[config.mk]
export PLATFORM = sky130hd
export DESIGN_NAME = ppu_cpu_regs
export DESIGN_NICKNAME = d
export VERILOG_FILES = /design/src/rtl/ppu_pkg.sv /design/src/rtl/ppu_vblank_nmi.sv /design/src/rtl/ppu_cpu_regs.sv
export SDC_FILE = /design/constraint.sdc
export NUM_CORES = 1
export LEC_CHECK = 0
export CORE_ASPECT_RATIO = 1.5
export CORE_MARGIN = 2
export CORE_UTILIZATION = 49
export DETAILED_ROUTE_END_ITERATION = 16
export HOLD_SLACK_MARGIN = 0.15
export MAX_ROUTING_LAYER = met4
export PLACE_DENSITY_LB_ADDON = 0.2
export SLEW_MARGIN = 0
export SYNTH_ARGS = -nofsm -noshare
export SYNTH_HDL_FRONTEND = slang
export SYNTH_SLANG_ARGS = --single-unit
[constraint.sdc]
create_clock -name clk_i -period 4.6 [get_ports clk_i]
set_input_delay 0.69 -clock clk_i [delete_from_list [all_inputs] [get_ports clk_i]]
set_output_delay 0.69 -clock clk_i [all_outputs]
set_load 0.005 [all_outputs]
[src/rtl/ppu_pkg.sv]
// Shared constants for the PPU CPU-side register file: register indices,
// ctrl/mask bit positions, VRAM address field slices and the render-time v increment.
package ppu_pkg;
    localparam logic [2:0] PPUCTRL   = 3'd0;
    localparam logic [2:0] PPUMASK   = 3'd1;
    localparam logic [2:0] PPUSTATUS = 3'd2;
    localparam logic [2:0] OAMADDR   = 3'd3;
    localparam logic [2:0] OAMDATA   = 3'd4;
    localparam logic [2:0] PPUSCROLL = 3'd5;
    localparam logic [2:0] PPUADDR   = 3'd6;
    localparam logic [2:0] PPUDATA   = 3'd7;

    localparam int CTRL_INC32    = 2;
    localparam int CTRL_NMI_EN   = 7;
    localparam int MASK_SHOW_BG  = 3;
    localparam int MASK_SHOW_SPR = 4;

    localparam int FINE_Y_MSB   = 14;
    localparam int FINE_Y_LSB   = 12;
    localparam int NT_SEL_MSB   = 11;
    localparam int NT_SEL_LSB   = 10;
    localparam int COARSE_Y_MSB = 9;
    localparam int COARSE_Y_LSB = 5;
    localparam int COARSE_X_MSB = 4;
    localparam int COARSE_X_LSB = 0;

    // Coarse X step plus Y step, as the renderer would do during a visible line.
    function automatic logic [14:0] render_inc(input logic [14:0] v);
        logic [14:0] r;
        r = v;
        if (r[COARSE_X_MSB:COARSE_X_LSB] == 5'd31) begin
            r[COARSE_X_MSB:COARSE_X_LSB] = 5'd0;
            r[NT_SEL_LSB] = ~r[NT_SEL_LSB];
        end else begin
            r[COARSE_X_MSB:COARSE_X_LSB] = r[COARSE_X_MSB:COARSE_X_LSB] + 5'd1;
        end
        if (r[FINE_Y_MSB:FINE_Y_LSB] != 3'd7) begin
            r[FINE_Y_MSB:FINE_Y_LSB] = r[FINE_Y_MSB:FINE_Y_LSB] + 3'd1;
        end else begin
            r[FINE_Y_MSB:FINE_Y_LSB] = 3'd0;
            if (r[COARSE_Y_MSB:COARSE_Y_LSB] == 5'd29) begin
                r[COARSE_Y_MSB:COARSE_Y_LSB] = 5'd0;
                r[NT_SEL_MSB] = ~r[NT_SEL_MSB];
            end else begin
                r[COARSE_Y_MSB:COARSE_Y_LSB] = r[COARSE_Y_MSB:COARSE_Y_LSB] + 5'd1;
            end
        end
        return r;
    endfunction
endpackage

[src/rtl/ppu_vblank_nmi.sv]
// Vblank flag with status-read clear and same-cycle read suppression; drives the level NMI.
module ppu_vblank_nmi #(
    parameter int VBL_SET_LINE = 241,
    parameter int VBL_CLR_LINE = 261
) (
    input  logic       clk_i,
    input  logic       rst_i,
    input  logic [8:0] x_i,
    input  logic [8:0] y_i,
    input  logic       status_rd_i,
    input  logic       nmi_en_i,
    output logic       vblank_rd_o,
    output logic       nmi_o
);
    logic vblank;
    logic set_cyc;
    logic clr_cyc;

    assign set_cyc = (x_i == 9'd1) && (y_i == 9'(VBL_SET_LINE));
    assign clr_cyc = (x_i == 9'd1) && (y_i == 9'(VBL_CLR_LINE));

    // A status read landing on the set cycle sees 0 and cancels this frame's set.
    assign vblank_rd_o = vblank & ~set_cyc;
    assign nmi_o       = vblank & nmi_en_i;

    always_ff @(posedge clk_i or posedge rst_i) begin
        if (rst_i) begin
            vblank <= 1'b0;
        end else if (clr_cyc) begin
            vblank <= 1'b0;
        end else if (set_cyc && !status_rd_i) begin
            vblank <= 1'b1;
        end else if (status_rd_i) begin
            vblank <= 1'b0;
        end
    end
endmodule

[src/rtl/ppu_cpu_regs.sv]
// CPU-facing PPU registers $2000-$2007: builds t/fine X, owns w, issues v loads and $2007 accesses.
// Optional PPU_RENDER_GLITCH_INC_EN: $2007 during rendering steps v like the renderer instead of +1/+32.
module ppu_cpu_regs
    import ppu_pkg::*;
#(
    parameter int VBL_SET_LINE = 241,
    parameter int VBL_CLR_LINE = 261
) (
    input  logic        clk_i,
    input  logic        rst_i,
    input  logic [2:0]  reg_sel_i,
    input  logic        reg_wr_i,
    input  logic        reg_rd_i,
    input  logic [7:0]  reg_wdata_i,
    output logic [7:0]  reg_rdata_o,
    input  logic [8:0]  x_i,
    input  logic [8:0]  y_i,
    input  logic [14:0] vram_addr_i,
    input  logic        sprite0_hit_i,
    input  logic        sprite_ovf_i,
    output logic [14:0] vram_home_addr_o,
    output logic [2:0]  fine_x_o,
    output logic        v_load_o,
    output logic [14:0] v_load_addr_o,
    output logic [7:0]  ctrl_o,
    output logic [7:0]  mask_o,
    output logic        rendering_enabled_o,
    output logic        vram_rd_o,
    output logic        vram_wr_o,
    output logic [13:0] vram_req_addr_o,
    output logic [7:0]  vram_wdata_o,
    input  logic        vram_rvalid_i,
    input  logic [7:0]  vram_rdata_i,
    output logic        nmi_o
);
    logic [14:0] t;
    logic        w;
    logic [7:0]  rbuf;
    logic        rd_en;
    logic        status_rd;
    logic        vblank_rd;
    logic [14:0] inc_addr;

    // Write wins when both strobes arrive together.
    assign rd_en     = reg_rd_i & ~reg_wr_i;
    assign status_rd = rd_en && (reg_sel_i == PPUSTATUS);

    assign vram_home_addr_o    = t;
    assign rendering_enabled_o = mask_o[MASK_SHOW_BG] | mask_o[MASK_SHOW_SPR];

`ifdef PPU_RENDER_GLITCH_INC_EN
    logic render_line;
    assign render_line = (y_i < 9'd240) || (y_i == 9'd261);
    assign inc_addr = (rendering_enabled_o && render_line) ? render_inc(vram_addr_i)
                    : vram_addr_i + (ctrl_o[CTRL_INC32] ? 15'd32 : 15'd1);
`else
    assign inc_addr = vram_addr_i + (ctrl_o[CTRL_INC32] ? 15'd32 : 15'd1);
`endif

    ppu_vblank_nmi #(
        .VBL_SET_LINE(VBL_SET_LINE),
        .VBL_CLR_LINE(VBL_CLR_LINE)
    ) u_vblank (
        .clk_i       (clk_i),
        .rst_i       (rst_i),
        .x_i         (x_i),
        .y_i         (y_i),
        .status_rd_i (status_rd),
        .nmi_en_i    (ctrl_o[CTRL_NMI_EN]),
        .vblank_rd_o (vblank_rd),
        .nmi_o       (nmi_o)
    );

    always_comb begin
        reg_rdata_o = 8'd0;
        if (rd_en) begin
            case (reg_sel_i)
                PPUSTATUS: reg_rdata_o = {vblank_rd, sprite0_hit_i, sprite_ovf_i, 5'b0};
                PPUDATA:   reg_rdata_o = rbuf;
                PPUCTRL, PPUMASK, OAMADDR, OAMDATA, PPUSCROLL, PPUADDR: reg_rdata_o = 8'd0;
                default:   reg_rdata_o = 8'd0;
            endcase
        end
    end

    always_ff @(posedge clk_i or posedge rst_i) begin
        if (rst_i) begin
            t               <= '0;
            fine_x_o        <= '0;
            w               <= 1'b0;
            ctrl_o          <= '0;
            mask_o          <= '0;
            rbuf            <= '0;
            v_load_o        <= 1'b0;
            v_load_addr_o   <= '0;
            vram_rd_o       <= 1'b0;
            vram_wr_o       <= 1'b0;
            vram_req_addr_o <= '0;
            vram_wdata_o    <= '0;
        end else begin
            v_load_o  <= 1'b0;
            vram_rd_o <= 1'b0;
            vram_wr_o <= 1'b0;
            if (vram_rvalid_i) rbuf <= vram_rdata_i;
            if (reg_wr_i) begin
                case (reg_sel_i)
                    PPUCTRL: begin
                        ctrl_o  <= reg_wdata_i;
                        t[11:10] <= reg_wdata_i[1:0];
                    end
                    PPUMASK: mask_o <= reg_wdata_i;
                    PPUSCROLL: begin
                        if (!w) begin
                            t[4:0]   <= reg_wdata_i[7:3];
                            fine_x_o <= reg_wdata_i[2:0];
                        end else begin
                            t[14:12] <= reg_wdata_i[2:0];
                            t[9:5]   <= reg_wdata_i[7:3];
                        end
                        w <= ~w;
                    end
                    PPUADDR: begin
                        if (!w) begin
                            t[13:8] <= reg_wdata_i[5:0];
                            t[14]   <= 1'b0;
                        end else begin
                            t[7:0]        <= reg_wdata_i;
                            v_load_o      <= 1'b1;
                            v_load_addr_o <= {t[14:8], reg_wdata_i};
                        end
                        w <= ~w;
                    end
                    PPUDATA: begin
                        vram_wr_o       <= 1'b1;
                        vram_req_addr_o <= vram_addr_i[13:0];
                        vram_wdata_o    <= reg_wdata_i;
                        v_load_o        <= 1'b1;
                        v_load_addr_o   <= inc_addr;
                    end
                    default: ;
                endcase
            end else if (rd_en) begin
                case (reg_sel_i)
                    PPUSTATUS: w <= 1'b0;
                    PPUDATA: begin
                        vram_rd_o       <= 1'b1;
                        vram_req_addr_o <= vram_addr_i[13:0];
                        v_load_o        <= 1'b1;
                        v_load_addr_o   <= inc_addr;
                    end
                    default: ;
                endcase
            end
        end
    end
endmodule

==> impl_metrics.prom <==
# TYPE chip_impl_metric gauge
chip_impl_info{name="outcome",value="finished clean"} 1
chip_impl_metric{name="dr.first_iter.drc_count",unit=""} 174
chip_impl_info{name="post_synth_main_area_contributors",value="dfrtp_1 51%, mux2_2 10%, mux2i_1 4.4%"} 1
chip_impl_metric{name="grt_pass1_vias",unit=""} 3433
chip_impl_metric{name="postLayoutCoreUtil",unit=""} 0.7055
chip_impl_metric{name="cts.htree.levels",unit=""} 3
chip_impl_metric{name="final-instance-count-excl-fill",unit=""} 633
chip_impl_metric{name="slew_viol_final",unit=""} 0
chip_impl_info{name="rsz0062_at_grt",value="false"} 1
chip_impl_metric{name="filler_cell_count",unit=""} 642
chip_impl_metric{name="ys.warnings.count",unit=""} 0
chip_impl_metric{name="synth.ff_latch_count",unit=""} 84
chip_impl_metric{name="grt_max_degree",unit=""} 61
chip_impl_metric{name="timing.critical_path.slowest_cell_delay",unit="ps"} 800
chip_impl_metric{name="power_frac_clock",unit=""} 0.275
chip_impl_metric{name="worst-slew-pin-transition",unit="ps"} 1032
chip_impl_info{name="most_utilized_layer_in_the_global_route_result",value="met2"} 1
chip_impl_metric{name="initial_antenna_violation_count",unit=""} 0
chip_impl_metric{name="clockBufferDepth",unit=""} 2
chip_impl_metric{name="dr_total_vias",unit=""} 3515
chip_impl_metric{name="placeableCoreArea",unit="sq um"} 8310
chip_impl_info{name="yosys.cell_count.top_type",value="dfrtp_1"} 1
chip_impl_metric{name="grtUsageMet2",unit=""} 0.4120
chip_impl_metric{name="max-cap-violations",unit=""} 0
chip_impl_metric{name="io_pins",unit=""} 143
chip_impl_info{name="crit_slowest_cell",value="clkdlybuf4s50_1"} 1
chip_impl_metric{name="intPower",unit="uW"} 1765
chip_impl_info{name="crit_path_end_kind",value="output pin"} 1
chip_impl_info{name="list_of_cells_traversed_by_the_critical_path",value="clkdlybuf4s50_1, nand3_1, nor3b_2, and2_1, clkdlybuf4s50_1"} 1
chip_impl_metric{name="final_nets",unit=""} 584
chip_impl_metric{name="finalSetupViolations",unit=""} 0
chip_impl_metric{name="p_seq_frac",unit=""} 0.424
chip_impl_metric{name="grt-ovfl-total",unit=""} 0
chip_impl_metric{name="power.leakage",unit="uW"} 0.002418
chip_impl_metric{name="detail_route.first_pass.iterations",unit=""} 4
chip_impl_metric{name="die_height",unit="um"} 116.3
chip_impl_metric{name="setup-tns-final",unit="ps"} 0
chip_impl_metric{name="drt_drc_violations_left",unit=""} 0
chip_impl_info{name="cpMostUsedCell",value="clkdlybuf4s50_1"} 1
chip_impl_metric{name="clk_transition_reported_paths",unit="ps"} 60
chip_impl_metric{name="critical_path.n_buffers_inverters",unit=""} 2
chip_impl_metric{name="power.share.switching",unit=""} 0.2663
chip_impl_metric{name="period_share",unit=""} 0.7697
chip_impl_metric{name="syn_area_per_cell",unit="sq um"} 10.73
chip_impl_metric{name="fin_crit",unit="ps"} 3540
chip_impl_metric{name="max_slew_margin",unit=""} 0.3110
chip_impl_metric{name="diodes",unit=""} 0
chip_impl_metric{name="cp_max_fo",unit=""} 17
chip_impl_metric{name="numClockSinks",unit=""} 84
chip_impl_metric{name="route.detailed.vias_per_inst",unit=""} 5.553
chip_impl_metric{name="grt_usage",unit=""} 0.2483
chip_impl_metric{name="syn_to_final_growth",unit="%"} 42.35
chip_impl_info{name="root_buffer_cell",value="clkbuf_16"} 1
chip_impl_metric{name="design_power_total",unit="uW"} 2406
chip_impl_metric{name="buffer_ports.inserted",unit=""} 142
chip_impl_metric{name="ctsHoldBuffers",unit=""} 0
chip_impl_metric{name="area_of_the_multi_input_gates",unit="sq um"} 1871
chip_impl_metric{name="clkLatencyLatePin",unit="ps"} 340
chip_impl_metric{name="synth_cell_type_count",unit=""} 50
chip_impl_metric{name="synth-async-reset-ratio",unit=""} 1.000
chip_impl_metric{name="die_width",unit="um"} 78.86
chip_impl_metric{name="rows",unit=""} 41
chip_impl_metric{name="report.final.hold_viol_count",unit=""} 0
chip_impl_metric{name="timing.critical_path.arrival",unit="ps"} 2850
chip_impl_metric{name="detail_route.wl_per_cell",unit="um"} 16.97
chip_impl_metric{name="power_frac_comb",unit=""} 0.301
chip_impl_metric{name="final-seq-area",unit="sq um"} 2102
chip_impl_metric{name="worst_clock_skew",unit="ps"} 3.523
chip_impl_metric{name="cts_made_buffers",unit=""} 9
chip_impl_metric{name="max_freq",unit="MHz"} 282.4
chip_impl_metric{name="cts_repair_resize_count",unit=""} 0
chip_impl_info{name="timing_worst_setup_path_type",value="input port to output pin"} 1
chip_impl_metric{name="vdd.ir_drop.worst",unit="uV"} 264.4
chip_impl_info{name="post-synth-top-area-cell",value="dfrtp_1"} 1
chip_impl_info{name="timing.critical_path.max_delay_family",value="buffers and inverters"} 1
chip_impl_metric{name="synth_area",unit="sq um"} 4119
chip_impl_metric{name="floorplan.initialDensity",unit=""} 0.4956
chip_impl_metric{name="syn_nets",unit=""} 446
chip_impl_info{name="tritoncts",value="done"} 1
chip_impl_metric{name="cts.repair_timing.setup_buffer_count",unit=""} 0
chip_impl_metric{name="edff_count_synth",unit=""} 0
chip_impl_metric{name="first_pass_grt_wire_length",unit="mm"} 17.05
chip_impl_metric{name="register_area_share_after_synthesis",unit=""} 0.5103
chip_impl_info{name="synth_top_flop_cell",value="dfrtp_1"} 1
chip_impl_metric{name="groute.layer.met1.usage",unit=""} 0.2976
chip_impl_metric{name="post_synth_inst_count",unit=""} 384
chip_impl_metric{name="dp_hpwl",unit="mm"} 7.716
chip_impl_metric{name="timing.hold.ws",unit="ps"} 478.3
chip_impl_metric{name="p_sw",unit="uW"} 640.7
chip_impl_info{name="crit_path_start_kind",value="input port"} 1
chip_impl_metric{name="antenna_violating_nets_post_route",unit=""} 0
chip_impl_info{name="timing.hold.worst.class",value="register to register"} 1
chip_impl_metric{name="postRouteWirelength",unit="mm"} 10.75
chip_impl_info{name="netlist_top_cells_count",value="84 x dfrtp_1, 46 x nand2_1, 37 x mux2_2, 34 x a21oi_1"} 1
chip_impl_metric{name="placed_cells",unit=""} 618
chip_impl_metric{name="critical_path_required",unit="ps"} 3910
chip_impl_metric{name="dieArea",unit="sq um"} 9171
chip_impl_metric{name="layout-drive-gt1-share",unit=""} 0.1255
chip_impl_metric{name="synth_largest_type_area_fraction",unit=""} 0.5103
chip_impl_metric{name="power.density_cell_area",unit="nW/um^2"} 410.3
chip_impl_metric{name="gp_routability_congestion",unit=""} 0.8570
chip_impl_metric{name="use_met3",unit=""} 0.03555
-- placed cells by master, fill, tap and decap left out, drive strengths merged, types with 7 or more instances in the layout --
cell type / n
a21oi: 36
and2: 8
and3: 8
clkbuf: 13
clkdlybuf4s50: 142
dfrtp: 84
inv: 9
mux2: 37
mux2i: 18
nand2: 46
nand3: 18
nand4: 7
nor2: 16
o21ai: 15
-- worst paths after layout --
check                                            start                         endpoint  slack, ps  cells past startpoint
setup reg to reg                 ctrl_o[2]$_DFFE_PP0P_     v_load_addr_o[9]$_DFFE_PP0P_       2670                      5
min in group asynchronous                        rst_i     v_load_addr_o[0]$_DFFE_PP0P_        900                      2
hold / removal             vram_wdata_o[6]$_DFFE_PP0P_      vram_wdata_o[6]$_DFFE_PP0P_        480                      2
max in group asynchronous                        rst_i  vram_home_addr_o[3]$_DFFE_PP0P_       2810                      3
hold reg to reg            vram_wdata_o[6]$_DFFE_PP0P_      vram_wdata_o[6]$_DFFE_PP0P_        480                      2
setup / recovery                          reg_sel_i[0]                   reg_rdata_o[3]       1060                      5
-- layout make-up --
class,instances,area share
Clock buffer,13,0.04439
Clock inverter,2,0.001707
Inverter,11,0.007256
Multi-Input combinational cell,271,0.3190
Sequential cell,84,0.3585
Tap cell,107,0.02283
Timing Repair Buffer,145,0.2463
-- cells by family (layout without fill, tap and decap cells) --
family                   count (synthesis)  count (layout)  share of synthesized area
multiplexers                            55              55                     0.1449
AND/OR/NAND/NOR                        137             137                     0.1817
adder cells (fa/ha/maj)                  3               3                   0.009114
XOR/XNOR                                 7               7                    0.01488
buffers and inverters                   29             171                    0.03554
AO/OA/AOI/OAI                           69              69                     0.1036
flip-flops                              84              84                     0.5103
-- power by group through the flow --
stage                     Clock (uW)  Combinational [uW]  Sequential [uW]
after floorplan                    0                 259             1030
after global placement             0                 712             1020
after detailed placement           0                 727             1030
after CTS                        679                 732             1020
after global routing             709                 788             1040
final                            663                 723             1020
-- through the flow --
step	setup WS, ps	area, sq um
2_1_floorplan	1745	4119
3_3_place_gp	1164	5593
3_5_place_dp	1007	5593
4_1_cts	1005	5863
5_1_grt	890.8	5863
6_report	1060	5863
-- state kept, by name, summed over array words and instances, names as in the netlist --
name / cells
ctrl_o: 8
fine_x_o: 3
mask_o: 8
rbuf: 8
u_vblank.vblank: 1
v_load_addr_o: 15
v_load_o: 1
vram_home_addr_o: 15
vram_rd_o: 1
vram_req_addr_o: 14
vram_wdata_o: 8
vram_wr_o: 1
w: 1
-- per-layer routing --
layer,wire (um),vias up
met3,467,20
met1,4297,1729
met5,0,-
met2,5689,115
li1,-,1651
met4,290,0
-- worst register-to-register path: stages, from the launching register on --
cell and delay (ps):
dfrtp_1 410, ha_1 340, and4_1 270, a31oi_1 220, or4b_1 550, nand3_1 90
No activity file was read; power rests on OpenSTA's default activity.
